## config.mk

```make
export PLATFORM = sky130hd
export DESIGN_NAME = audio_stream_ctrl
export DESIGN_NICKNAME = d
export VERILOG_FILES = /design/src/rtl/audio_stream_ctrl_pkg.sv /design/src/rtl/audio_stream_ctrl_level.sv /design/src/rtl/audio_stream_ctrl.sv
export SDC_FILE = /design/constraint.sdc
export NUM_CORES = 1
export LEC_CHECK = 0
export ABC_AREA = 1
export CORE_ASPECT_RATIO = 0.8
export CORE_MARGIN = 8
export CORE_UTILIZATION = 50
export CTS_CLUSTER_SIZE = 40
export DETAILED_ROUTE_END_ITERATION = 8
export PLACE_DENSITY = 0.81
export SYNTH_ARGS = -nofsm -noshare
export SYNTH_HDL_FRONTEND = slang
export SYNTH_SLANG_ARGS = --single-unit
```

## constraint.sdc

```tcl
create_clock -name clk -period 5.2 [get_ports clk]
set_input_delay 1.56 -clock clk [delete_from_list [all_inputs] [get_ports clk]]
set_output_delay 1.56 -clock clk [all_outputs]
set_load 0.02 [all_outputs]
```

## src/rtl/audio_stream_ctrl_pkg.sv

```systemverilog
// Shared definitions for the audio flash streamer: register map, CSR bits, FSM states.
package audio_stream_ctrl_pkg;

    localparam logic [3:0] REG_CSR    = 4'd0;
    localparam logic [3:0] REG_START  = 4'd1;
    localparam logic [3:0] REG_END    = 4'd2;
    localparam logic [3:0] REG_STATUS = 4'd3;

    localparam int CSR_RUN      = 0;
    localparam int CSR_LOOP     = 1;
    localparam int CSR_BUSY     = 2;
    localparam int CSR_UNDERRUN = 3;

    typedef enum logic [1:0] {
        ST_IDLE = 2'd0,
        ST_REQ  = 2'd1,
        ST_XFER = 2'd2
    } state_e;

endpackage

```

## src/rtl/audio_stream_ctrl_level.sv

```systemverilog
// FIFO occupancy tracker; refill_ok says a full burst still fits downstream.
module stream_level_cnt #(
    parameter int BURST      = 128,
    parameter int FIFO_DEPTH = 512,
    parameter int LW         = $clog2(FIFO_DEPTH) + 1
) (
    input  logic          clk,
    input  logic          rst,
    input  logic          inc,
    input  logic          dec,
    output logic [LW-1:0] level,
    output logic          refill_ok
);

    logic [LW-1:0] level_q, level_d;

    always_comb begin
        level_d = level_q;
        if (inc && !dec) begin
            level_d = level_q + LW'(1);
        end else if (dec && !inc) begin
            level_d = level_q - LW'(1);
        end
    end

    always_ff @(posedge clk) begin
        if (rst) begin
            level_q <= '0;
        end else begin
            level_q <= level_d;
        end
    end

    assign level     = level_q;
    assign refill_ok = (level_q <= LW'(FIFO_DEPTH - BURST));

endmodule

```

## src/rtl/audio_stream_ctrl.sv

```systemverilog
// Streams a flash region into the audio FIFO in bursts, with a Wishbone control/status port.
module audio_stream_ctrl
    import audio_stream_ctrl_pkg::*;
#(
    parameter int BURST      = 128,
    parameter int FIFO_DEPTH = 512,
    parameter int AW         = 24
) (
    input  logic          clk,
    input  logic          rst,
    input  logic [3:0]    wb_addr,
    input  logic [31:0]   wb_wdata,
    output logic [31:0]   wb_rdata,
    input  logic          wb_we,
    input  logic          wb_cyc,
    output logic          wb_ack,
    output logic [AW-1:0] fr_addr,
    output logic [15:0]   fr_len,
    output logic          fr_go,
    input  logic          fr_rdy,
    input  logic          fr_valid,
    input  logic          af_empty,
    output logic          af_rena,
    input  logic          snd_ack,
    output logic          snd_mute
);

    localparam int LW = $clog2(FIFO_DEPTH) + 1;
    localparam int CW = $clog2(BURST) + 1;
    localparam logic [AW-1:0] BURST_A = AW'(BURST);
    localparam logic [AW-1:0] ONE_A   = AW'(1);

    state_e        state_q, state_d;
    logic          run_q, run_d, loop_q, loop_d, underrun_q, underrun_d;
    logic [AW-1:0] start_q, start_d, end_q, end_d, cur_q, cur_d;
    logic [AW-1:0] fr_addr_q, fr_addr_d;
    logic [15:0]   fr_len_q, fr_len_d;
    logic          fr_go_q, fr_go_d, wb_ack_q, wb_ack_d;
    logic [31:0]   wb_rdata_q, wb_rdata_d;
    logic [CW-1:0] cnt_q, cnt_d;
    logic [LW-1:0] level;
    logic          refill_ok, busy, wb_acc, wb_wr;
    logic [AW-1:0] remain, len_m1;
    logic          wdata_unused;

    stream_level_cnt #(
        .BURST      (BURST),
        .FIFO_DEPTH (FIFO_DEPTH),
        .LW         (LW)
    ) u_level (
        .clk       (clk),
        .rst       (rst),
        .inc       (fr_valid),
        .dec       (af_rena),
        .level     (level),
        .refill_ok (refill_ok)
    );

    assign af_rena  = snd_ack & ~af_empty & run_q;
    assign snd_mute = ~run_q | af_empty;
    assign busy     = (state_q != ST_IDLE);
    assign wb_acc   = wb_cyc & ~wb_ack_q;
    assign wb_wr    = wb_acc & wb_we;
    assign remain   = end_q - cur_q;
    assign len_m1   = (remain < BURST_A) ? remain - ONE_A : BURST_A - ONE_A;

    generate
        if (AW < 32) begin : g_wdata_hi
            assign wdata_unused = ^wb_wdata[31:AW];
        end else begin : g_wdata_full
            assign wdata_unused = 1'b0;
        end
    endgenerate

    always_comb begin
        state_d    = state_q;
        run_d      = run_q;
        loop_d     = loop_q;
        underrun_d = underrun_q;
        start_d    = start_q;
        end_d      = end_q;
        cur_d      = cur_q;
        fr_addr_d  = fr_addr_q;
        fr_len_d   = fr_len_q;
        cnt_d      = cnt_q;
        fr_go_d    = 1'b0;
        wb_ack_d   = wb_acc;
        wb_rdata_d = '0;

        case (state_q)
            ST_IDLE: begin
                if (run_q) begin
                    // cur >= end also covers an inverted region: nothing to read
                    if (cur_q >= end_q) begin
                        if (loop_q) begin
                            if (start_q < end_q) cur_d = start_q;
                        end else begin
                            run_d = 1'b0;
                        end
                    end else if (fr_rdy && refill_ok) begin
                        state_d   = ST_REQ;
                        fr_go_d   = 1'b1;
                        fr_addr_d = cur_q;
                        fr_len_d  = 16'(len_m1);
                    end
                end
            end
            ST_REQ: begin
                cnt_d   = CW'(fr_len_q) + CW'(1);
                state_d = ST_XFER;
            end
            ST_XFER: begin
                if (fr_valid) begin
                    cnt_d = cnt_q - CW'(1);
                    if (cnt_q == CW'(1)) begin
                        cur_d   = cur_q + AW'(fr_len_q) + ONE_A;
                        state_d = ST_IDLE;
                    end
                end
            end
            default: state_d = ST_IDLE;
        endcase

        // Register writes land after the FSM so software wins any same-cycle conflict.
        if (wb_wr) begin
            case (wb_addr)
                REG_CSR: begin
                    if (wb_wdata[CSR_RUN] && !run_q) cur_d = start_q;
                    run_d  = wb_wdata[CSR_RUN];
                    loop_d = wb_wdata[CSR_LOOP];
                    if (wb_wdata[CSR_UNDERRUN]) underrun_d = 1'b0;
                end
                REG_START: start_d = wb_wdata[AW-1:0];
                REG_END:   end_d   = wb_wdata[AW-1:0];
                default: ;
            endcase
        end

        if (snd_ack && run_q && af_empty) underrun_d = 1'b1;

        if (wb_acc && !wb_we) begin
            case (wb_addr)
                REG_CSR: begin
                    wb_rdata_d[CSR_RUN]      = run_q;
                    wb_rdata_d[CSR_LOOP]     = loop_q;
                    wb_rdata_d[CSR_BUSY]     = busy;
                    wb_rdata_d[CSR_UNDERRUN] = underrun_q;
                end
                REG_START: wb_rdata_d[AW-1:0] = start_q;
                REG_END:   wb_rdata_d[AW-1:0] = end_q;
                REG_STATUS: begin
                    wb_rdata_d[AW-1:0] = cur_q;
                    wb_rdata_d[31:24]  = 8'(level >> 2);
                end
                default: ;
            endcase
        end
    end

    always_ff @(posedge clk) begin
        if (rst) begin
            state_q    <= ST_IDLE;
            run_q      <= 1'b0;
            loop_q     <= 1'b0;
            underrun_q <= 1'b0;
            start_q    <= '0;
            end_q      <= '0;
            cur_q      <= '0;
            fr_addr_q  <= '0;
            fr_len_q   <= '0;
            cnt_q      <= '0;
            fr_go_q    <= 1'b0;
            wb_ack_q   <= 1'b0;
            wb_rdata_q <= '0;
        end else begin
            state_q    <= state_d;
            run_q      <= run_d;
            loop_q     <= loop_d;
            underrun_q <= underrun_d;
            start_q    <= start_d;
            end_q      <= end_d;
            cur_q      <= cur_d;
            fr_addr_q  <= fr_addr_d;
            fr_len_q   <= fr_len_d;
            cnt_q      <= cnt_d;
            fr_go_q    <= fr_go_d;
            wb_ack_q   <= wb_ack_d;
            wb_rdata_q <= wb_rdata_d;
        end
    end

    assign fr_go    = fr_go_q;
    assign fr_addr  = fr_addr_q;
    assign fr_len   = fr_len_q;
    assign wb_ack   = wb_ack_q;
    assign wb_rdata = wb_rdata_q;

endmodule

```

# Yosys cells after proc, flatten, opt, wreduce, memory -nomap -nowiden

Cells that the tools add are included.

Register bits: 169
Input port bits: 44
Output and inout bits: 76
Word-level logic and storage cells: 113

Add/sub/neg operators: 8
Magnitude comparators: 4
Equal/unequal tests: 11
Multiplexer cells: 34
Bitwise gates (word level): 12
Reductions and logical operators: 29

Operators by type and width:

| kind                                                             | count |
|---|---|
| two-way mux 24 bit                                               | 9 |
| case mux 20 bit (3 select lines)                                 | 1 |
| case mux 24 bit (2 select lines)                                 | 1 |
| adder 24 x 1 -> 24 bit (second input constant)                   | 1 |
| adder 24 x 16 -> 24 bit                                          | 1 |
| >= comparator 24 bit                                             | 1 |
| less-than comparator 24 bit                                      | 1 |
| less-than comparator 24 x 8 -> 1 bit (second input constant)     | 1 |
| subtractor 24 bit                                                | 1 |
| two-way mux 10 bit                                               | 2 |
| two-way mux 16 bit                                               | 1 |
| case mux 4 bit (4 select lines)                                  | 1 |
| case mux 8 bit (2 select lines)                                  | 1 |
| subtractor 16 x 1 -> 16 bit (second input constant)              | 1 |
| nonzero test 2 bit                                               | 6 |
| two-way mux 1 bit                                                | 11 |
| adder 10 x 1 -> 10 bit (second input constant)                   | 1 |
| less-or-equal comparator 10 x 9 -> 1 bit (second input constant) | 1 |
| two-way mux 2 bit                                                | 5 |
| inequality test 2 bit (second input constant)                    | 5 |
| subtractor 10 x 1 -> 10 bit (second input constant)              | 1 |
| adder 8 x 1 -> 8 bit (second input constant)                     | 1 |
| equality test 4 x 2 -> 1 bit (second input constant)             | 2 |
| equality test 8 x 1 -> 1 bit (second input constant)             | 1 |
| other kinds (20)                                                 | 41 |

# Depth between registers and ports, before layout

Depth in word-level cells: 9
Depth in mapped cells: 21
Depth with buffers taken out: 20

# Cells and area by module

A second synthesis with hierarchy kept.

Cells, all modules: 1728
Area, all modules: 11250.8 sq um

By module, submodules not included:

| module            | times used | cells each | area each (sq um) | sequential area each (sq um) |
|---|---|---|---|---|
| audio_stream_ctrl | 1          | 1588       | 10378.7           | 3183.1 |
| stream_level_cnt  | 1          | 140        | 872.1             | 200.2 |

# Least setup slack after synthesis

No wires, ideal clock.

Path kind: in2reg
From: in af_empty
To: reg u_level.level_q[8] (netlist: u_level.level[8])
Library setup time: 109 ps
Arrival time: 3476 ps
Required time: 5091 ps
Slack: 1615 ps
Cell stages on the path: 18
Path buffers: 0
Cell sequence: inv_1 -> nand3_1 -> ha_1 -> inv_1 -> ha_1 -> a21oi_1 -> nand2_1 -> nand2_1 -> nand2_1 -> a21oi_1 -> inv_1 -> a21oi_1 -> nor2_1 -> nor2_1 -> xor2_1 -> nand2_1 -> nand2_1 -> inv_1

Word-level cells in the longest chain between the ends: 6
Elaborated cells between the ends (all ways): 8
Classes of those cells: mux: 1; bitwise: 3; reduce/logical: 4

RTL lines:

| item                                                            | line                          | RTL |
|---|---|---|
| start, declared                                                 | audio_stream_ctrl.sv:22       | `input logic af_empty,` |
| NOT 1 bit (*)                                                   | audio_stream_ctrl.sv:59       | `assign af_rena = snd_ack & ~af_empty & run_q;` |
| bitwise AND 1 bit (*) (2 in a row)                              | audio_stream_ctrl.sv:59       |  |
| zero test 1 bit                                                 | audio_stream_ctrl_level.sv:19 | `if (inc && !dec) begin` |
| logical AND 1 bit                                               | audio_stream_ctrl_level.sv:19 |  |
| two-way mux 10 bit / nonzero test 2 bit (equally long branches) | --                            |  |
| end signal, assigned                                            | audio_stream_ctrl_level.sv:30 | `level_q <= level_d;` |
| end, declared                                                   | audio_stream_ctrl_level.sv:15 | `logic [LW-1:0] level_q, level_d;` |

Every way passes the cells marked *; elsewhere a longest branch is shown, timed or not.
A chain may end at the register's enable or synchronous reset.

# Worst setup path in the final report

From: in af_empty
To: out af_rena

Word-level cells in the longest chain between the ends: 3

RTL lines:

| item                           | line                    | RTL |
|---|---|---|
| NOT 1 bit                      | audio_stream_ctrl.sv:59 |  |
| bitwise AND 1 bit (2 in a row) | audio_stream_ctrl.sv:59 |  |
| end, declared                  | audio_stream_ctrl.sv:23 | `output logic af_rena,` |

No other way between the ends.

==> results.cfg <==
[global_routing]
grt_start_max_net_pins = 58
grt_use_total_pct = 26.5
antenna_found_initial = 0
gr-total-overflow = 0
grt_pass1_wl_um = 58100
grt_pass1_vias = 11174

[clocking]
path_clk_slew_ns = 0.07
cts_tree = built
hold_buffers = 0
clock_sinks = 169
worstSkewPairLatency_ns = 0.44
cts_setup_buffers = 0
clockBufferDepth = 2
cts_resized = 0
cts_buffers = 17
root_buffer = clkbuf_16
h-tree-depth = 4

[pwr]
p_per_area_mw_per_mm2 = 243
switching_share_pct = 27.0
clockPowerShare_pct = 44.4
p_leak_nw = 6.15
seqPwrFrac_pct = 41.4
p_switching_uw = 863
pwr-share-comb_pct = 14.2
p_int_mw = 2.33
peakVddDrop_mv = 0.164

[placed_design]
place_inst = 2086
gp_congestion = 0.989
dp_hpwl_um = 28400
io_buffers = 111
post_dp_cell_area_mm2 = 0.0125

[finish]
drive_gt1_share_pct = 3.75
layout_commonest_cell = nand2_1
final_cells = 2117
fin_nets = 1922
areaGrowthSynthToFinish_pct = 18.0
n_fill_cell = 2131
final_area_mm2 = 0.0132
n_antenna_cell = 0
final_cell_mix = nand2_1, inv_1, a21oi_1

[drt]
wl_per_cell_um = 17.5
first_iter_violations = 1493
viasPerCell = 5.58
ant_nets = 0
dr.pass1.iters = 6
vias = 11823
wl_um = 37100
drc_errors = 0

[timing]
timing.slew.headroom_pct = 20.7
finalMaxSlewViolations = 0
fin_crit_ns = 4.39
fmax_mhz = 228
rsz0062_at_grt = no
worst_hold_slack_ns = 0.473
fin_skew_ns = 0.0151
fin_crit_sh_pct = 84.4
worstMarginPinSlew_ns = 1.19
tns_ns = 0
setup_viol = 0
hold_violations = 0

[floorplan]
die_h_um = 150
dieWidth_um = 183
core_mm2 = 0.0222
die-area_mm2 = 0.0274
rows = 49
initial_core_util_pct = 50.3
io_pins = 120

[critical_path]
path_cells = clkdlybuf4s50_1, inv_1, nand3_1, inv_1, clkdlybuf4s50_1
slowest_delay_ns = 0.60
cp.arrival_ns = 2.83
required_ns = 3.64
cp_max_fo = 2
crit_slowest_cell = clkdlybuf4s50_1
path_class = input port to output pin
crit_path_end_kind = output pin
crit_path_start_kind = input port

[synthesis]
synth.area.top_cells = dfxtp_1, nand2_1, inv_1
syn_inst = 1711
ys_warn_count = 0
syn_avg_cell_area_um2 = 6.52
ys_seq_area_share_pct = 30.3
synth_top_flop_cell = dfxtp_1
synth_cell_types = 48
synth_edf_count = 0
syn-cell-area_mm2 = 0.0112
ys_ff_latch = 169
synth-async-reset-ratio_pct = 0
synthesis.nets = 1834
yosys.area.top_type = dfxtp_1
synth.top_cell.area_share_pct = 30.3

[min_path]
hold_path_class = register to register

[run_status]
status = complete, no violations

[run]
timing.max_cap.violations = 0
==> path summary, 6_finish.rpt <==
path	slack, ns	start	depth (start not counted)	endpoint
worst max-delay path	0.81	af_empty	5	af_rena
worst max register to register	1.51	cur_q[11]$_SDFF_PP0_	16	cur_q[16]$_SDFF_PP0_
worst min-delay path	0.47	cnt_q[7]$_SDFFE_PP0P_	2	cnt_q[7]$_SDFFE_PP0P_
worst min register to register	0.47	cnt_q[7]$_SDFFE_PP0P_	2	cnt_q[7]$_SDFFE_PP0P_
==> registers in the layout, indices dropped and copies added, names as in the netlist <==
signal and cells:
cnt_q 8, cur_q 24, end_q 24, fr_addr 24, fr_go 1, fr_len 16
loop_q 1, run_q 1, start_q 24, state_q 2, u_level.level 10, underrun_q 1
wb_ack 1, wb_rdata 32
==> per-layer routing <==
| layer | vias up | track usage, % | routed length, µm |
|---|---|---|---|
| li1 | 5833 | - | - |
| met1 | 5430 | 36.7 | 16700 |
| met2 | 503 | 41.0 | 16100 |
| met3 | 57 | 5.27 | 3530 |
| met4 | 0 | 8.52 | 816 |
| met5 | - | 0 | 0 |
==> synth_stat cells (2+ instances only) <==
library cell  count
buf_4             2
nand3_1         108
nand2_2           5
xor2_1           18
nand4_1          30
a31oi_1           4
dfxtp_1         169
o21ai_0         176
nor3_1           12
o22ai_1          11
nand2_1         349
nor4_1            2
o2111ai_1         5
buf_2             7
o31ai_1           2
inv_1           267
clkinv_1          4
fa_1              3
buf_6             2
o311ai_0          2
o21ai_1           3
nor2_2            6
a211oi_1          2
nor3b_1           2
clkbuf_1         44
o211ai_1          9
a21o_1            3
or2_2             5
ha_1             76
o221ai_1         14
nor2_1          129
a21oi_2           2
nand3b_1         15
and2_1            3
a21oi_1         188
buf_1             2
a221oi_1          6
xnor2_1          14
==> stage by stage <==
step	setup slack, ns	utilization [%]	total power [mW]
2_1_floorplan	1.61	-	1.67
3_3_place_gp	0.831	56.4	1.79
3_5_place_dp	0.806	56.4	1.79
4_1_cts	0.808	59.3	3.19
5_1_grt	0.758	59.3	3.31
6_report	0.814	59.3	3.20
==> kinds of logic after synthesis <==
group | count (synthesis) | share of synthesized area, %
simple gates | 671 | 25.9
compound gates | 430 | 20.9
buf+inv | 330 | 11.4
flops | 169 | 30.3
fa+ha+maj | 79 | 9.06
xor+xnor | 32 | 2.51
==> worst max-delay path: cells and delay by family <==
kind | cells | cell delay [ns]
simple gates | 1 | 0.09
buf+inv | 4 | 1.18
==> power by group through the flow <==
| stage | logic [mW] | clock network, mW | registers (mW) |
|---|---|---|---|
| after detailed placement | 0.441 | 0 | 1.35 |
| after global routing | 0.507 | 1.48 | 1.33 |
| after CTS | 0.445 | 1.42 | 1.32 |
| final | 0.454 | 1.42 | 1.32 |
| after floorplan | 0.318 | 0 | 1.35 |
| after global placement | 0.432 | 0 | 1.35 |
==> area by class of cell <==
type / instances / area [µm²] / area share [%]
Tap cell: 306 / 383 / 2.91
Multi-Input combinational cell: 1212 / 6500 / 49.4
Sequential cell: 169 / 3380 / 25.7
Clock buffer: 20 / 447 / 3.39
Timing Repair Buffer: 127 / 1230 / 9.35
Inverter: 272 / 1020 / 7.76
Clock inverter: 11 / 195 / 1.48
(Power assumes the default switching activity.)
